==> src/rtl/regfile_pkg.sv <==
// regfile_pkg: shared register-file defaults and clear-FSM state encoding
package regfile_pkg;
  localparam int DATA_W_DEF = 16;
  localparam int NUM_REGS_DEF = 8;
  typedef enum logic {IDLE = 1'b0, CLEAR = 1'b1} state_t;
endpackage

==> src/rtl/regfile_sb.sv <==
// regfile_sb: per-register pending-bit scoreboard with set/clear/clear-all and three query ports
module regfile_sb
  import regfile_pkg::*;
#(
  parameter int NUM_REGS = NUM_REGS_DEF,
  parameter bit R0_ZERO = 1'b1,
  localparam int ADDR_W = $clog2(NUM_REGS)
) (
  input  logic                   clk,
  input  logic                   rst,
  input  logic                   clr_all,
  input  logic                   set_en,
  input  logic [ADDR_W-1:0]      set_addr,
  input  logic                   clr_en,
  input  logic [ADDR_W-1:0]      clr_addr,
  input  logic [2:0][ADDR_W-1:0] q_addr,
  output logic [2:0]             q_pend
);
  logic [NUM_REGS-1:0] pend, pend_n;
  always_comb begin
    pend_n = pend;
    if (clr_en) pend_n[clr_addr] = 1'b0;
    if (set_en) pend_n[set_addr] = 1'b1;
    if (clr_all) pend_n = '0;
    if (R0_ZERO) pend_n[0] = 1'b0;
  end
  always_ff @(posedge clk) pend <= rst ? '0 : pend_n;
  for (genvar q = 0; q < 3; q++) begin : g_q
    assign q_pend[q] = pend[q_addr[q]];
  end
endmodule

==> src/rtl/gpr_file_sb.sv <==
// gpr_file_sb: general-purpose register file with write-through bypass, issue scoreboard and sequential clear
module gpr_file_sb
  import regfile_pkg::*;
#(
  parameter int DATA_W = DATA_W_DEF,
  parameter int NUM_REGS = NUM_REGS_DEF,
  parameter bit R0_ZERO = 1'b1,
  localparam int ADDR_W = $clog2(NUM_REGS)
) (
  input  logic              clk,
  input  logic              rst,
  input  logic              wr_en,
  input  logic [ADDR_W-1:0] wr_addr,
  input  logic [DATA_W-1:0] wr_data,
  input  logic              iss_en,
  input  logic [ADDR_W-1:0] iss_addr,
  output logic              iss_stall,
  input  logic [ADDR_W-1:0] rd_addr_1,
  input  logic [ADDR_W-1:0] rd_addr_2,
  output logic [DATA_W-1:0] rd_data_1,
  output logic [DATA_W-1:0] rd_data_2,
  output logic              rd_busy_1,
  output logic              rd_busy_2,
  input  logic              clr_start,
  output logic              clr_busy
);
  logic [DATA_W-1:0] regs [NUM_REGS];
  state_t state, state_n;
  logic [ADDR_W-1:0] cnt;
  logic [2:0] pend_q;
  logic wr_ok, iss_ok;
  assign clr_busy = state == CLEAR;
  assign wr_ok = wr_en && !clr_busy && !(R0_ZERO && wr_addr == '0);
  assign iss_stall = (pend_q[0] && !(wr_en && wr_addr == iss_addr)) || clr_busy;
  assign iss_ok = iss_en && !iss_stall && !(R0_ZERO && iss_addr == '0);
  assign rd_busy_1 = (pend_q[1] && !(wr_en && wr_addr == rd_addr_1)) || clr_busy;
  assign rd_busy_2 = (pend_q[2] && !(wr_en && wr_addr == rd_addr_2)) || clr_busy;
  assign rd_data_1 = (R0_ZERO && rd_addr_1 == '0) ? '0 : (wr_ok && wr_addr == rd_addr_1) ? wr_data : regs[rd_addr_1];
  assign rd_data_2 = (R0_ZERO && rd_addr_2 == '0) ? '0 : (wr_ok && wr_addr == rd_addr_2) ? wr_data : regs[rd_addr_2];
  always_comb state_n = clr_busy ? ((cnt == ADDR_W'(NUM_REGS - 1)) ? IDLE : CLEAR) : (clr_start ? CLEAR : IDLE);
  always_ff @(posedge clk) begin
    if (rst) begin
      state <= IDLE;
      cnt <= '0;
    end else begin
      state <= state_n;
      cnt <= clr_busy ? cnt + 1'b1 : '0;
    end
  end
  always_ff @(posedge clk) begin
    if (rst) regs <= '{default: '0};
    else if (clr_busy) regs[cnt] <= '0;
    else if (wr_ok) regs[wr_addr] <= wr_data;
  end
  regfile_sb #(.NUM_REGS(NUM_REGS), .R0_ZERO(R0_ZERO)) u_sb (
    .clk      (clk),
    .rst      (rst),
    .clr_all  (!clr_busy && clr_start),
    .set_en   (iss_ok),
    .set_addr (iss_addr),
    .clr_en   (wr_ok),
    .clr_addr (wr_addr),
    .q_addr   ({rd_addr_2, rd_addr_1, iss_addr}),
    .q_pend   (pend_q)
  );
endmodule

==> config.mk <==
export PLATFORM = sky130hd
export DESIGN_NAME = gpr_file_sb
export DESIGN_NICKNAME = d
export VERILOG_FILES = /design/src/rtl/regfile_pkg.sv /design/src/rtl/regfile_sb.sv /design/src/rtl/gpr_file_sb.sv
export SDC_FILE = /design/constraint.sdc
export NUM_CORES = 1
export LEC_CHECK = 0
export CAP_MARGIN = 20
export CORE_UTILIZATION = 50
export DETAILED_ROUTE_END_ITERATION = 8
export DONT_BUFFER_PORTS = 1
export PLACE_DENSITY_LB_ADDON = 0.08
export SYNTH_ARGS = -nofsm -noshare
export SYNTH_HDL_FRONTEND = slang
export SYNTH_SLANG_ARGS = --single-unit
==> constraint.sdc <==
create_clock -name clk -period 3.1 [get_ports clk]
set_clock_uncertainty 0.1 [all_clocks]
set_input_delay 0.31 -clock clk [delete_from_list [all_inputs] [get_ports clk]]
set_output_delay 0.31 -clock clk [all_outputs]
set_load 0.05 [all_outputs]
Word-level counts from Yosys, hierarchy flattened --
Index checks and enable logic that the tools add are counted.
Operators by class: eq/ne operators 4, $lt $le $gt $ge 12, reductions and logical operators 34, $add $sub $neg 1, multiplexer cells 32, bitwise operators 10
Operator list (count):
- 2-to-1 mux 128 bit | 2
- 2-to-1 mux 16 bit | 10
- bitwise AND 128 bit | 1
- bitwise mux 128 bit | 1
- inverter 128 bit | 1
- binary-select mux 16 bit (select 3 bit) | 2
- demux 16 bit (select 3 bit) | 2
- logical AND 1 bit | 17
- >= comparator 4 bit (second input constant) | 4
- < comparator 3 x 4 -> 1 bit (second input constant) | 4
- 2-to-1 mux 8 bit | 2
- inverter 3 -> 4 bit | 4
- logical NOT 3 bit | 4
- binary-select mux 1 bit (select 3 bit) | 3
- equality test 3 bit | 3
- bitwise AND 8 bit | 1
- < comparator 4 x 1 -> 1 bit (second input constant) | 2
- 2-to-1 mux 1 bit | 8
- inverter 8 bit | 1
- bitwise OR 8 bit | 1
- logical NOT 1 bit | 7
- demux 1 bit (select 3 bit) | 2
- >= comparator 3 x 1 -> 1 bit (second input constant) | 2
- OR reduction 2 bit | 2
- other kinds (5) | 7
Word-level totals: word-level logic and storage cells 104, register bits 139, bits of input ports 33

Logic depth before layout (Yosys ltp) --
Gate-level depths: netlist (run 1).
depth in word-level cells 9, mapped depth 8, gate-level depth less buffers 5

Modules after synthesis --
A second synthesis (run 1) with hierarchy kept.
Second synthesis, totals: cell total of the unflattened synthesis 753, area total of the unflattened synthesis 8166.6 sq um
Modules (own cells, without submodules):
- gpr_file_sb | area an instance 7692.4 sq um, seq. area each 2642.5 sq um, cells each 696, times used 1
- regfile_sb | area an instance 474.2 sq um, seq. area each 140.1 sq um, cells each 57, times used 1

Worst setup path after synthesis (run 1) --
No wires, ideal clock.
kind reg-to-output, start register state (netlist: clr_busy), end output rd_data_2[0], cell stages (with the launch flop) 6, data required time 2.690 ns, path buffers 2, data arrival time 1.904 ns, setup slack 0.786 ns, path through dfxtp_1 -> buf_2 -> inv_2 -> o311ai_4 -> clkbuf_1 -> o311a_1
On the way: longest elaborated chain between the ends 6
Ends and longest elaborated chain:
- start, declared | RTL line gpr_file_sb.sv:28 | state_t state, state_n;
- start signal, assigned | RTL line gpr_file_sb.sv:46 | state <= state_n;
- logical NOT 1 bit | RTL line gpr_file_sb.sv:33 | assign wr_ok = wr_en && !clr_busy && !(R0_ZERO && wr_addr == '0);
- logical AND 1 bit (2 in series) | RTL line gpr_file_sb.sv:33
- logical AND 1 bit | RTL line gpr_file_sb.sv:39 | assign rd_data_2 = (R0_ZERO && rd_addr_2 == '0) ? '0 : (wr_ok && wr_addr == rd_addr_2) ? wr_data : regs[rd_add ...
- 2-to-1 mux 16 bit (2 in series) | RTL line gpr_file_sb.sv:39
- end, declared | RTL line gpr_file_sb.sv:21 | output logic [DATA_W-1:0] rd_data_2,
Every way passes these cells.

Worst setup path in the final report (run 1) --
start register state (netlist: clr_busy), end output rd_data_1[13]
On the way: longest elaborated chain between the ends 6
Ends and longest elaborated chain:
- logical NOT 1 bit | RTL line gpr_file_sb.sv:33
- logical AND 1 bit (2 in series) | RTL line gpr_file_sb.sv:33
- logical AND 1 bit | RTL line gpr_file_sb.sv:38 | assign rd_data_1 = (R0_ZERO && rd_addr_1 == '0) ? '0 : (wr_ok && wr_addr == rd_addr_1) ? wr_data : regs[rd_add ...
- 2-to-1 mux 16 bit (2 in series) | RTL line gpr_file_sb.sv:38
- end, declared | RTL line gpr_file_sb.sv:20 | output logic [DATA_W-1:0] rd_data_1,
Every way passes these cells.

==> out/results.tsv, run 1 <==
metric	value	unit
core-area	15300	um2
ys_ff_latch	139	
dpl_worst_slack	0.822	ns
numCtsBuffers	17	
synth_warnings	0	
startpoint_type	register	
timing.reg2reg.setup_slack	0.52	ns
synth-simple-area-share	11.8	%
avgSynthCellArea	10.6	um2
first_iter_violations	742	
path_clk_slew	0.06	ns
maxCapViolations	0	
hp-class	input port to register	
grt_pass1_vias	6545	
synth-edff-count	0	
period_share	88.8	%
tightest_slew	1.15	ns
worstReg2RegEnd	u_sb.pend[1]$_SDFF_PP0_	
rows	45	
synth_top_family_by_area	multiplexers	
cts_resized	0	
antenna_cells	0	
clockBufferDepth	2	
regToRegStartpoint	clr_busy$_SDFF_PP0_	
path_max_fanout	64	
synth_area	7920	um2
finalWeightedCongestion	0.800	
via_per_inst	6.83	
synth_compound_area_share	20.1	%
drt_wl_total	25100	um
final.setup.tns	0	ns
holdWs	0.0202	ns
pin_count	69	
hpwl	13700	um
end_kind	output pin	
arrival	2.34	ns
ff2ff_path_depth	6	
fill_cells	1344	
p_per_area	524	nW/um2
synthDistinctLibCells	58	
die_area	16300	um2
ys_async_sr_fraction	0	%
multi_input_area	4560	um2
fp.dieH	128	um
ant_nets	0	
drc	0	
cts_tree	done	
num-nets-final	777	
worstHoldPathCells	3	
vdd.ir_drop.worst	0.000620	V
grt_max_degree	117	
slew_headroom	23.6	%
holdPathEnd	u_sb.pend[4]$_SDFF_PP0_	
port_buffers	0	
syn_to_final_growth	12.8	%
p_leak	3.29	nW
regArea	2780	um2
layout_min_cycle_time	2.75	ns
max_freq	363	MHz
cts_setup_buffers	0	
synth-xor-area-share	0.996	%
grt_pass1_wl	38800	um
setup_viol_count_final	0	
htreeDepth	4	
overflow	0	
cts.sinks	139	
ys.flop_type	dfxtp_1	
criticalPathCategory	register to output pin	
worst_slack	0.347	ns
clock_latency	0.42	ns
status	complete, no violations	
route.vias.total	6591	
dr.pass1.iters	5	
synthMuxAreaShare	24.4	%
synth_fa_ha_area_share	0.316	%
seq_area_frac_synth	35.1	%
slew_viol_final	0	
synth_nets	781	
grt_use_total	32.0	%
crit_required	2.69	ns
rsz0062_at_grt	false	
die_w	128	um
wl_per_cell	26.0	um
hp-start	iss_addr[1]	
initial_core_util	51.7	%
synthCells	746	
drive_gt1_share	21.0	%
antenna_found_initial	0	
hold_viol	0	
cts_root_buf	clkbuf_16	
critical path, stage by stage (launching register included):
cell and delay (ns):
dfxtp_1 0.47, inv_2 0.15, o311ai_4 0.08, buf_4 0.58, o21ai_0 0.22, o311a_1 0.18
buf_4 0.21
placed cells by master, fill, tap and decap left out, types with 10 or more instances in the layout:
cell type | netlist | final
mux4_2 | 51 | 51
dfxtp_1 | 139 | 139
clkbuf_16 | 0 | 17
dlygate4sd3_1 | 0 | 20
nor2_1 | 119 | 119
o21ai_1 | 10 | 10
nand2_1 | 13 | 13
o311a_1 | 32 | 32
o21ai_0 | 26 | 26
a22oi_1 | 112 | 112
mux2i_1 | 33 | 33
buf_4 | 11 | 42
mux4_1 | 12 | 12
and2_1 | 18 | 18
final cells by class:
class                   count  area share (%)
repair buffers             69            7.31
multi-input cells         510            51.0
well taps                 211            2.95
clock inverters            10            2.10
clock buffers              21            5.27
inverters                   5           0.210
flip-flops and latches    139            31.1
flip-flops by register name (all words and copies together) (netlist names):
| register | cells |
|---|---|
| u_sb.pend | 7 |
| cnt | 3 |
| clr_busy | 1 |
| regs | 128 |
per-stage QoR:
stage	total power, mW	util [%]	std cells	instance area (um2)
2_1_floorplan	2.36	-	746	7920
3_3_place_gp	2.35	52.4	911	8020
3_5_place_dp	2.36	52.6	913	8050
4_1_cts	4.70	58.3	965	8930
5_1_grt	4.82	58.3	965	8930
6_report	4.68	58.3	965	8930
cell usage after synthesis (all sizes together), types with 2 or more instances:
cell	number	area, um2
nand2	13	48.8
buf	64	442
inv	5	18.8
mux2	5	60.1
nand3b	3	22.5
a21oi	7	57.6
or3	2	12.5
mux4	66	1540
clkbuf	28	116
nor2b	6	40.0
and3b	2	17.5
nand2b	3	18.8
nor2	121	459
a221o	2	20.0
a32oi	4	35.0
nor3b	2	15.0
xnor2	9	78.8
nor3	5	41.3
and2	18	113
and3	2	12.5
mux2i	33	330
o311a	32	320
nor4b	2	30.0
o221ai	2	17.5
a22oi	112	841
ha	2	25.0
o21ai	36	180
and4b	3	30.0
nand3	4	20.0
nor4bb	2	20.0
dfxtp	139	2780
cell families (layout without fill, tap and decap cells):
logic type	after synthesis	count (layout)
buffers and inverters	97	105
AO/OA/AOI/OAI	203	203
flip-flops	139	139
AND/OR/NAND/NOR	192	192
multiplexers	104	104
XOR/XNOR	9	9
adder cells (fa/ha/maj)	2	2
metal layers:
layer | track usage (%) | up-vias | part of all wire, %
met4 | 13.5 | 0 | 3.2
met2 | 50.3 | 341 | 46
li1 | - | 2864 | -
met5 | 0 | - | 0
met1 | 42.2 | 3315 | 41
met3 | 7.60 | 71 | 9.5
report_power, final:
| group | leakage [nW] | switching (mW) | total, mW | internal, mW |
|---|---|---|---|---|
| sequential | 1.12 | 0.0264 | 1.84 | 1.82 |
| clock | 0.316 | 0.795 | 2.28 | 1.49 |
| combinational | 1.85 | 0.342 | 0.554 | 0.212 |
how the worst max path moves through the flow:
stage | start | to | slack, ns | cells past startpoint
6_report | clr_busy$_SDFF_PP0_ | rd_data_1[13] | 0.35 | 6
5_1_grt | clr_busy$_SDFF_PP0_ | rd_data_1[5] | 0.23 | 6
4_1_cts | clr_busy$_SDFF_PP0_ | rd_data_1[13] | 0.36 | 6
3_5_place_dp | clr_busy$_SDFF_PP0_ | rd_data_1[13] | 0.82 | 6
3_3_place_gp | clr_busy$_SDFF_PP0_ | rd_data_1[13] | 0.85 | 6
2_1_floorplan | clr_busy$_SDFF_PP0_ | rd_data_2[0] | 0.79 | 5
timing repair:
action	CTS	global route
endpoints found under the hold margin	120	0
endpoints found under the setup margin	0	0
hold buffers	21	0
Power figures use the tool's default switching activity.
==> run 2: changes to the inputs <==
--- a/config.mk
+++ b/config.mk
@@ -13,3 +13,4 @@
 export SYNTH_ARGS = -nofsm -noshare
 export SYNTH_HDL_FRONTEND = slang
 export SYNTH_SLANG_ARGS = --single-unit
+export TNS_END_PERCENT = 50
==> results of run 2 <==
Same layout as run 1: the final DEF is identical, and so are final timing and power.
